--- src/rtl/receive_ethernet_packet.sv ---
// Receive path for the DM9000A RX interface: requests a pending frame, parses the
// 14-byte Ethernet header, filters on destination MAC and EtherType, streams the
// accepted payload to user logic with one cycle of latency, and silently drains
// rejected, runt, oversize or errored frames. Each requested frame ends in
// exactly one good or drop pulse.
module receive_ethernet_packet #(
  parameter logic [15:0] ACCEPT_TYPE  = 16'h0800,
  parameter bit          ACCEPT_BCAST = 1'b1,
  parameter logic [10:0] MAX_WORDS    = 11'd760
) (
  input  logic        Clock,
  input  logic        Reset,
  input  logic [47:0] own_mac_in,
  input  logic        rx_packet_avail_in,
  output logic        rx_req_out,
  input  logic [15:0] rx_data_in,
  input  logic        rx_data_valid_in,
  input  logic        rx_last_in,
  input  logic        rx_error_in,
  output logic [15:0] packet_data_out,
  output logic        packet_data_valid_out,
  output logic        packet_start_out,
  output logic        packet_end_out,
  output logic        packet_good_out,
  output logic        packet_drop_out,
  output logic [47:0] src_mac_out,
  output logic [15:0] eth_type_out,
  output logic [10:0] payload_words_out
);

  typedef enum logic [2:0] {
    StIdle,
    StHeader,
    StPayload,
    StDrain,
    StDone
  } state_e;

  state_e      state_q;
  logic [2:0]  hdr_cnt_q;
  logic [10:0] word_cnt_q;
  logic        own_match_q;
  logic        bcast_match_q;

  logic [15:0] own_word;
  logic        dest_ok;
  logic        type_ok;
  logic [10:0] word_cnt_inc;

  // Slice of our own MAC that the current destination header word must equal.
  always_comb begin
    own_word = 16'h0000;
    case (hdr_cnt_q)
      3'd0:    own_word = own_mac_in[47:32];
      3'd1:    own_word = own_mac_in[31:16];
      3'd2:    own_word = own_mac_in[15:0];
      default: own_word = 16'h0000;
    endcase
  end

  // Filter decision, only meaningful while the EtherType word (w6) is on the bus.
  always_comb begin
    dest_ok      = own_match_q || (ACCEPT_BCAST && bcast_match_q);
    type_ok      = (rx_data_in == ACCEPT_TYPE);
    word_cnt_inc = (word_cnt_q == 11'h7FF) ? word_cnt_q : word_cnt_q + 11'd1;
  end

  // Frame FSM with all user-visible outputs registered.
  always_ff @(posedge Clock) begin
    if (Reset) begin
      state_q               <= StIdle;
      hdr_cnt_q             <= 3'd0;
      word_cnt_q            <= 11'd0;
      own_match_q           <= 1'b0;
      bcast_match_q         <= 1'b0;
      rx_req_out            <= 1'b0;
      packet_data_out       <= 16'h0000;
      packet_data_valid_out <= 1'b0;
      packet_start_out      <= 1'b0;
      packet_end_out        <= 1'b0;
      packet_good_out       <= 1'b0;
      packet_drop_out       <= 1'b0;
      src_mac_out           <= 48'h0;
      eth_type_out          <= 16'h0000;
      payload_words_out     <= 11'd0;
    end else begin
      packet_data_valid_out <= 1'b0;
      packet_start_out      <= 1'b0;
      packet_end_out        <= 1'b0;
      packet_good_out       <= 1'b0;
      packet_drop_out       <= 1'b0;

      unique case (state_q)
        StIdle: begin
          if (rx_packet_avail_in) begin
            state_q       <= StHeader;
            rx_req_out    <= 1'b1;
            hdr_cnt_q     <= 3'd0;
            word_cnt_q    <= 11'd0;
            own_match_q   <= 1'b1;
            bcast_match_q <= 1'b1;
          end
        end

        StHeader: begin
          if (rx_data_valid_in) begin
            hdr_cnt_q <= hdr_cnt_q + 3'd1;
            case (hdr_cnt_q)
              3'd0, 3'd1, 3'd2: begin
                own_match_q   <= own_match_q && (rx_data_in == own_word);
                bcast_match_q <= bcast_match_q && (rx_data_in == 16'hFFFF);
              end
              3'd3:    src_mac_out[47:32] <= rx_data_in;
              3'd4:    src_mac_out[31:16] <= rx_data_in;
              3'd5:    src_mac_out[15:0]  <= rx_data_in;
              default: eth_type_out       <= rx_data_in;
            endcase
            if (rx_last_in) begin
              // Ending on w6 is a header-only frame; anything earlier is a runt.
              state_q           <= StDone;
              rx_req_out        <= 1'b0;
              payload_words_out <= 11'd0;
              if (hdr_cnt_q == 3'd6 && dest_ok && type_ok && !rx_error_in) begin
                packet_good_out <= 1'b1;
              end else begin
                packet_drop_out <= 1'b1;
              end
            end else if (hdr_cnt_q == 3'd6) begin
              state_q <= (dest_ok && type_ok) ? StPayload : StDrain;
            end
          end
        end

        StPayload: begin
          if (rx_data_valid_in) begin
            packet_data_out       <= rx_data_in;
            packet_data_valid_out <= 1'b1;
            packet_start_out      <= (word_cnt_q == 11'd0);
            word_cnt_q            <= word_cnt_inc;
            if (rx_last_in) begin
              // An errored frame still delivers its end word; drop tells the user to discard.
              packet_end_out    <= 1'b1;
              state_q           <= StDone;
              rx_req_out        <= 1'b0;
              payload_words_out <= word_cnt_inc;
              packet_good_out   <= !rx_error_in;
              packet_drop_out   <= rx_error_in;
            end else if (word_cnt_inc == MAX_WORDS) begin
              state_q <= StDrain;
            end
          end
        end

        StDrain: begin
          if (rx_data_valid_in && rx_last_in) begin
            state_q           <= StDone;
            rx_req_out        <= 1'b0;
            payload_words_out <= word_cnt_q;
            packet_drop_out   <= 1'b1;
          end
        end

        StDone: begin
          state_q <= StIdle;
        end

        default: begin
          state_q    <= StIdle;
          rx_req_out <= 1'b0;
        end
      endcase
    end
  end

endmodule

--- config.mk ---
export PLATFORM = sky130hd
export DESIGN_NAME = receive_ethernet_packet
export DESIGN_NICKNAME = d
export VERILOG_FILES = /design/src/rtl/receive_ethernet_packet.sv
export SDC_FILE = /design/constraint.sdc
export NUM_CORES = 1
export LEC_CHECK = 0
export BUFFER_PORTS_ARGS = -buffer_cell sky130_fd_sc_hd__buf_2
export CAP_MARGIN = 20
export CORE_MARGIN = 4
export CORE_UTILIZATION = 52
export CTS_CLUSTER_SIZE = 25
export DETAILED_ROUTE_END_ITERATION = 12
export GPL_TIMING_DRIVEN = 0
export PLACE_DENSITY = 0.81
export RECOVER_POWER = 25
export SYNTH_ARGS = -nofsm -noshare
export SYNTH_HDL_FRONTEND = slang
export SYNTH_SLANG_ARGS = --single-unit
--- constraint.sdc ---
create_clock -name Clock -period 3.2 [get_ports Clock]
set_clock_uncertainty 0.1 [all_clocks]
set_input_delay 0.48 -clock Clock [delete_from_list [all_inputs] [get_ports Clock]]
set_output_delay 0.48 -clock Clock [all_outputs]
set_load 0.03 [all_outputs]
-- Yosys cells after proc, flatten, opt, wreduce, memory -nomap -nowiden
Index checks and enable logic that the tools add are counted.
- $lt $le $gt $ge: 0
- equality and inequality tests: 26
- divide/modulo/power cells: 0
- $mul: 0
- bitwise logic cells: 4
- reductions and logical operators: 31
- add/sub/neg operators: 2
- shift-type cells: 0
- muxes and demuxes: 50
- operators by type and width (operator ; count):
    11-bit two-way mux ; 8
    16-bit one-hot mux with 3 select lines ; 1
    11-bit one-hot mux with 3 select lines ; 1
    3-bit two-way mux ; 10
    1-bit two-way mux ; 22
    11-bit one-hot mux with 2 select lines ; 1
    3-bit AND reduction ; 6
    16-bit by 12-bit == test with 1-bit output (second input constant) ; 1
    16-bit == test ; 1
    16-bit == test (second input constant) ; 1
    3-bit by 2-bit == test with 1-bit output (second input constant) ; 4
    3-bit == test (second input constant) ; 4
    2-bit inequality test (second input constant) ; 6
    3-bit one-hot mux with 4 select lines ; 1
    6-bit AND reduction ; 2
    11-bit by 1-bit adder with 11-bit output (second input constant) ; 1
    11-bit by 10-bit == test with 1-bit output (second input constant) ; 1
    11-bit == test (second input constant) ; 1
    11-bit logical NOT ; 1
    1-bit logical AND ; 7
    3-bit by 1-bit == test with 1-bit output (second input constant) ; 2
    3-bit logical NOT ; 2
    2-bit by 1-bit inequality test with 1-bit output (second input constant) ; 3
    3-bit inequality test (second input constant) ; 2
    other kinds (16) ; 24
- input port bits: 70
- flip-flop bits (word level): 116
- bits in read-only memories: 0
- memory bits (writable): 0
- word-level logic and storage cells: 130
- latch bits: 0
- output and inout port bits: 97
- memories: 0

-- Depth between registers and ports, before layout
- depth in word-level cells: 8
- mapped depth: 10
- depth with buffers taken out: 8

-- Worst setup path after synthesis
Ideal clock, no wire load.
- kind: flip-flop to flip-flop
- start: register hdr_cnt_q[0]
- end: register own_match_q
- arrival time: 2.316 ns
- library setup time: 0.088 ns
- data required time: 3.012 ns
- clock period less this slack: 2.504 ns
- slack: 0.696 ns
- stages on the path, launching flop included: 10
- path buffers: 1
- cell sequence: dfxtp_1 -> inv_1 -> ha_1 -> buf_6 -> a222oi_1 -> a21oi_1 -> or3_1 -> o21ai_0 -> or4b_1 -> o32ai_2
- longest elaborated chain between the ends: 7
- elaborated cells between the ends (all ways): 12
- those cells by class: 4 x eq/ne; 4 x mux; 4 x reduce/logical
- ends and longest elaborated chain (what ; RTL line ; RTL):
    start: declaration ; 40 ; logic [2:0] hdr_cnt_q;
    start signal: assignment ; 107 ; hdr_cnt_q <= hdr_cnt_q + 3'd1;
    3-bit by 2-bit == test with 1-bit output, or another cell as far along ; 53, 108 ;
    16-bit one-hot mux with 3 select lines ; 53 ; case (hdr_cnt_q)
    16-bit == test ; 110 ; own_match_q <= own_match_q && (rx_data_in == own_word);
    1-bit logical AND ; 110 ;
    1-bit two-way mux ; 108 ; case (hdr_cnt_q)
    1-bit two-way mux ; 106 ; if (rx_data_valid_in) begin
    1-bit one-hot mux with 2 select lines ; 93 ; unique case (state_q)
    end signal: assignment ; 110 ;
    end: declaration ; 42 ; logic own_match_q;
Parallel ways exist; a longest one is shown, timed or not. The select of a mux whose other input is x is not followed.
A chain may end at the register's enable or synchronous reset.

-- Worst setup path after layout
- start: register hdr_cnt_q[1]
- end: register own_match_q
The elaborated chain is that of the path after synthesis.

==> impl_metrics.yaml <==
run_status:
  status: "complete, no violations"
clock_network:
  cts_resized: 0
  cts_max_path_buffers: 2
  h-tree-depth: 4
  clkTransAtPathRegs_ns: 0.07
  clk_latency_ns: 0.53
  cts-root-buf: "clkbuf_8"
  hold_buffers: 0
  cts_tree: "yes"
  cts_setup_buffers: 0
  cts_sinks: 116
  cts_made_buffers: 17
cells_and_area:
  utilization: 0.673
  final_cells: 1052
  antenna_cells: 0
  drive_gt1_frac: 0.163
  nets: 980
  areaGrowthSynthToFinish_pct: 25.9
  fin_area_um2: 6950
drt:
  routed_via_density: 6.00
  vias: 6307
  wirelength_um: 19100
  ant_nets: 0
  wl_per_cell_um: 18.1
  firstDrtPassIters: 6
  post-route-drc-count: 0
  drtIter0Drc: 710
logic_synthesis:
  yosys_most_used_dff: "dfxtp_1"
  yosys_warnings: 0
  synth_top_area_frac: 0.421
  syn_area_um2: 5520
  synthTopCellsByArea: "dfxtp_1, nand2_1, a21oi_1"
  synth_cell_types: 58
  ys_ff_latch: 116
  yosys.cell_count.top_type: "nand2_1"
  yosysTopAreaCell: "dfxtp_1"
  syn_inst: 734
  synth_nets: 811
  ys_seq_area_frac: 0.421
  ys_top_cells_by_count: "nand2_1, a21oi_1, dfxtp_1, clkbuf_1, nor2_1"
  synth_edf_count: 0
  syn_area_per_cell_um2: 7.52
  ys_async_sr_fraction: 0
timing:
  drv_slew: 0
  setup_viol: 0
  tightest_slew_ns: 1.11
  fin_tns_setup_ns: 0
  finalCriticalPeriod_ns: 2.91
  min_period_over_period: 0.910
  rsz0062_at_grt: "false"
  finalHoldViolCount: 0
  timing.fmax_mhz: 343
  max_slew_margin: 0.258
global_routing:
  use_met3: 0.0879
  busiest_layer: "met2"
  grt_pass1_vias: 5829
  gr-total-overflow: 0
  antenna_found_initial: 0
  grt_use_met1: 0.380
  grt_pass1_wl_um: 29800
  grt_max_degree: 17
  grt.met2_usage: 0.466
  grt_use_total: 0.299
worst_setup_path:
  crit_chain: "inv_1 > ha_1 > buf_6 > clkbuf_1 > a222oi_1 > or4bb_1 > o32ai_1 > o22ai_1 > o32ai_2"
  reg2reg_depth: 9
  reg2reg_from: "hdr_cnt_q[1]"
  crit_path_end_kind: "register"
  cp_num_buf_inv: 3
  required_ns: 3.55
  cpLargestDelayFamily: "compound AO/OA/AOI/OAI gates"
  cpPeakStageDelay_ns: 0.54
  worst-path-max-fanout: 10
  r2r-end: "own_match_q"
  worstSetupStartpointType: "register"
  critical_path.slowest_cell: "or4bb_1"
  arrival_ns: 3.26
  r2r_setup_slack_ns: 0.29
  critPathKind: "register to register"
pwr:
  power.total_mw: 4.13
  leakage_nw: 2.61
  irDropWorstVdd_mv: 0.378
  power_density_nw_per_um2: 594
place:
  place_area_um2: 6450
  gp_congestion: 0.916
  post-dp-hpwl_um: 13000
  portBuffers: 150
  post-place-cells: 1020
die:
  rows: 37
  dieArea_um2: 12300
  die_h_um: 111
  start_util: 0.535
  die_w_um: 111
  ioPinCount: 167
  coreArea_um2: 10300
hold_path:
  min_delay_path_depth: 3
  holdCritStartpoint: "rx_error_in"
  hold_end: "packet_good_out"
  hold_class: "primary input to register"
flow_run:
  maxCapViolCount: 0
## per-layer routing
metal,vias up,wire [um]
met4,0,771
li1,2910,-
met1,2904,7350
met2,418,8740
met3,75,2200
met5,-,0
## worst max-delay path by stage
stage                      start              end  slack [ns]  cells after the start
global placement      state_q[0]  eth_type_out[8]        0.30                      6
global route        hdr_cnt_q[1]      own_match_q        0.20                      9
finish              hdr_cnt_q[1]      own_match_q        0.29                      9
floorplan           hdr_cnt_q[0]      own_match_q        0.70                      9
detailed placement  hdr_cnt_q[1]      own_match_q        0.36                      9
CTS                 hdr_cnt_q[1]      own_match_q        0.36                      9
## layout make-up
type	count	area [um^2]
well taps	136	170
multi-input cells	539	2880
inverters	10	37.5
clock inverters	14	141
plain buffers	69	284
flip-flops and latches	116	2320
fillers	916	3370
clock buffers	18	428
repair buffers	150	686
## metrics by stage
stage	setup slack [ns]	hold WS, ns
floorplan	0.696	0.354
global placement	0.301	0.338
detailed placement	0.361	0.343
CTS	0.357	0.162
global route	0.197	0.177
finish	0.287	0.163
## report_power, final
| part | switching, mW | total (mW) | leakage (nW) | internal [mW] |
|---|---|---|---|---|
| Combinational | 0.524 | 0.767 | 1.40 | 0.243 |
| Sequential | 0.0376 | 1.53 | 0.936 | 1.50 |
| Clock | 0.759 | 1.83 | 0.279 | 1.07 |
## cells in the final DEF (no fill, tap or decap), types with 7 or more instances in the layout
cell       synthesis  routed
dfxtp_1          116     116
a222oi_1          12      12
nand3_1            7       7
buf_2              8     106
o21ai_0           24      24
inv_1             10      10
nor2_1            31      31
a31oi_1            8       8
nand4_1           12      12
nand2_1          194     194
clkbuf_16          0      16
clkbuf_1          57     109
a21oi_1          120     120
ha_1               7       7
nor3_1            17      17
## logic make-up (layout without fill, tap and decap cells)
| logic type | after synthesis | in the layout | synth area share |
|---|---|---|---|
| AO/OA/AOI/OAI | 205 | 205 | 0.221 |
| multiplexers | 4 | 4 | 0.00748 |
| buffers and inverters | 79 | 261 | 0.0583 |
| flip-flops | 116 | 116 | 0.421 |
| adder cells (fa/ha/maj) | 8 | 8 | 0.0177 |
| AND/OR/NAND/NOR | 310 | 310 | 0.255 |
| XOR/XNOR | 12 | 12 | 0.0190 |
## state kept, by name, indices dropped and copies added (netlist names)
signal and count:
eth_type_out 16, packet_start_out 1, packet_data_out 16, state_q 3
payload_words_out 11, bcast_match_q 1, packet_data_valid_out 1, hdr_cnt_q 3
src_mac_out 48, packet_good_out 1, packet_end_out 1, packet_drop_out 1
own_match_q 1, word_cnt_q 11, rx_req_out 1
## tightest hold or removal path, delay by kind of cell
family | cells | cell delay, ns
AOI/OAI and AO/OA | 1 | 0.13
buffers and inverters | 1 | 0.08
and+or+nand+nor | 1 | 0.05
(Power assumes the default switching activity.)
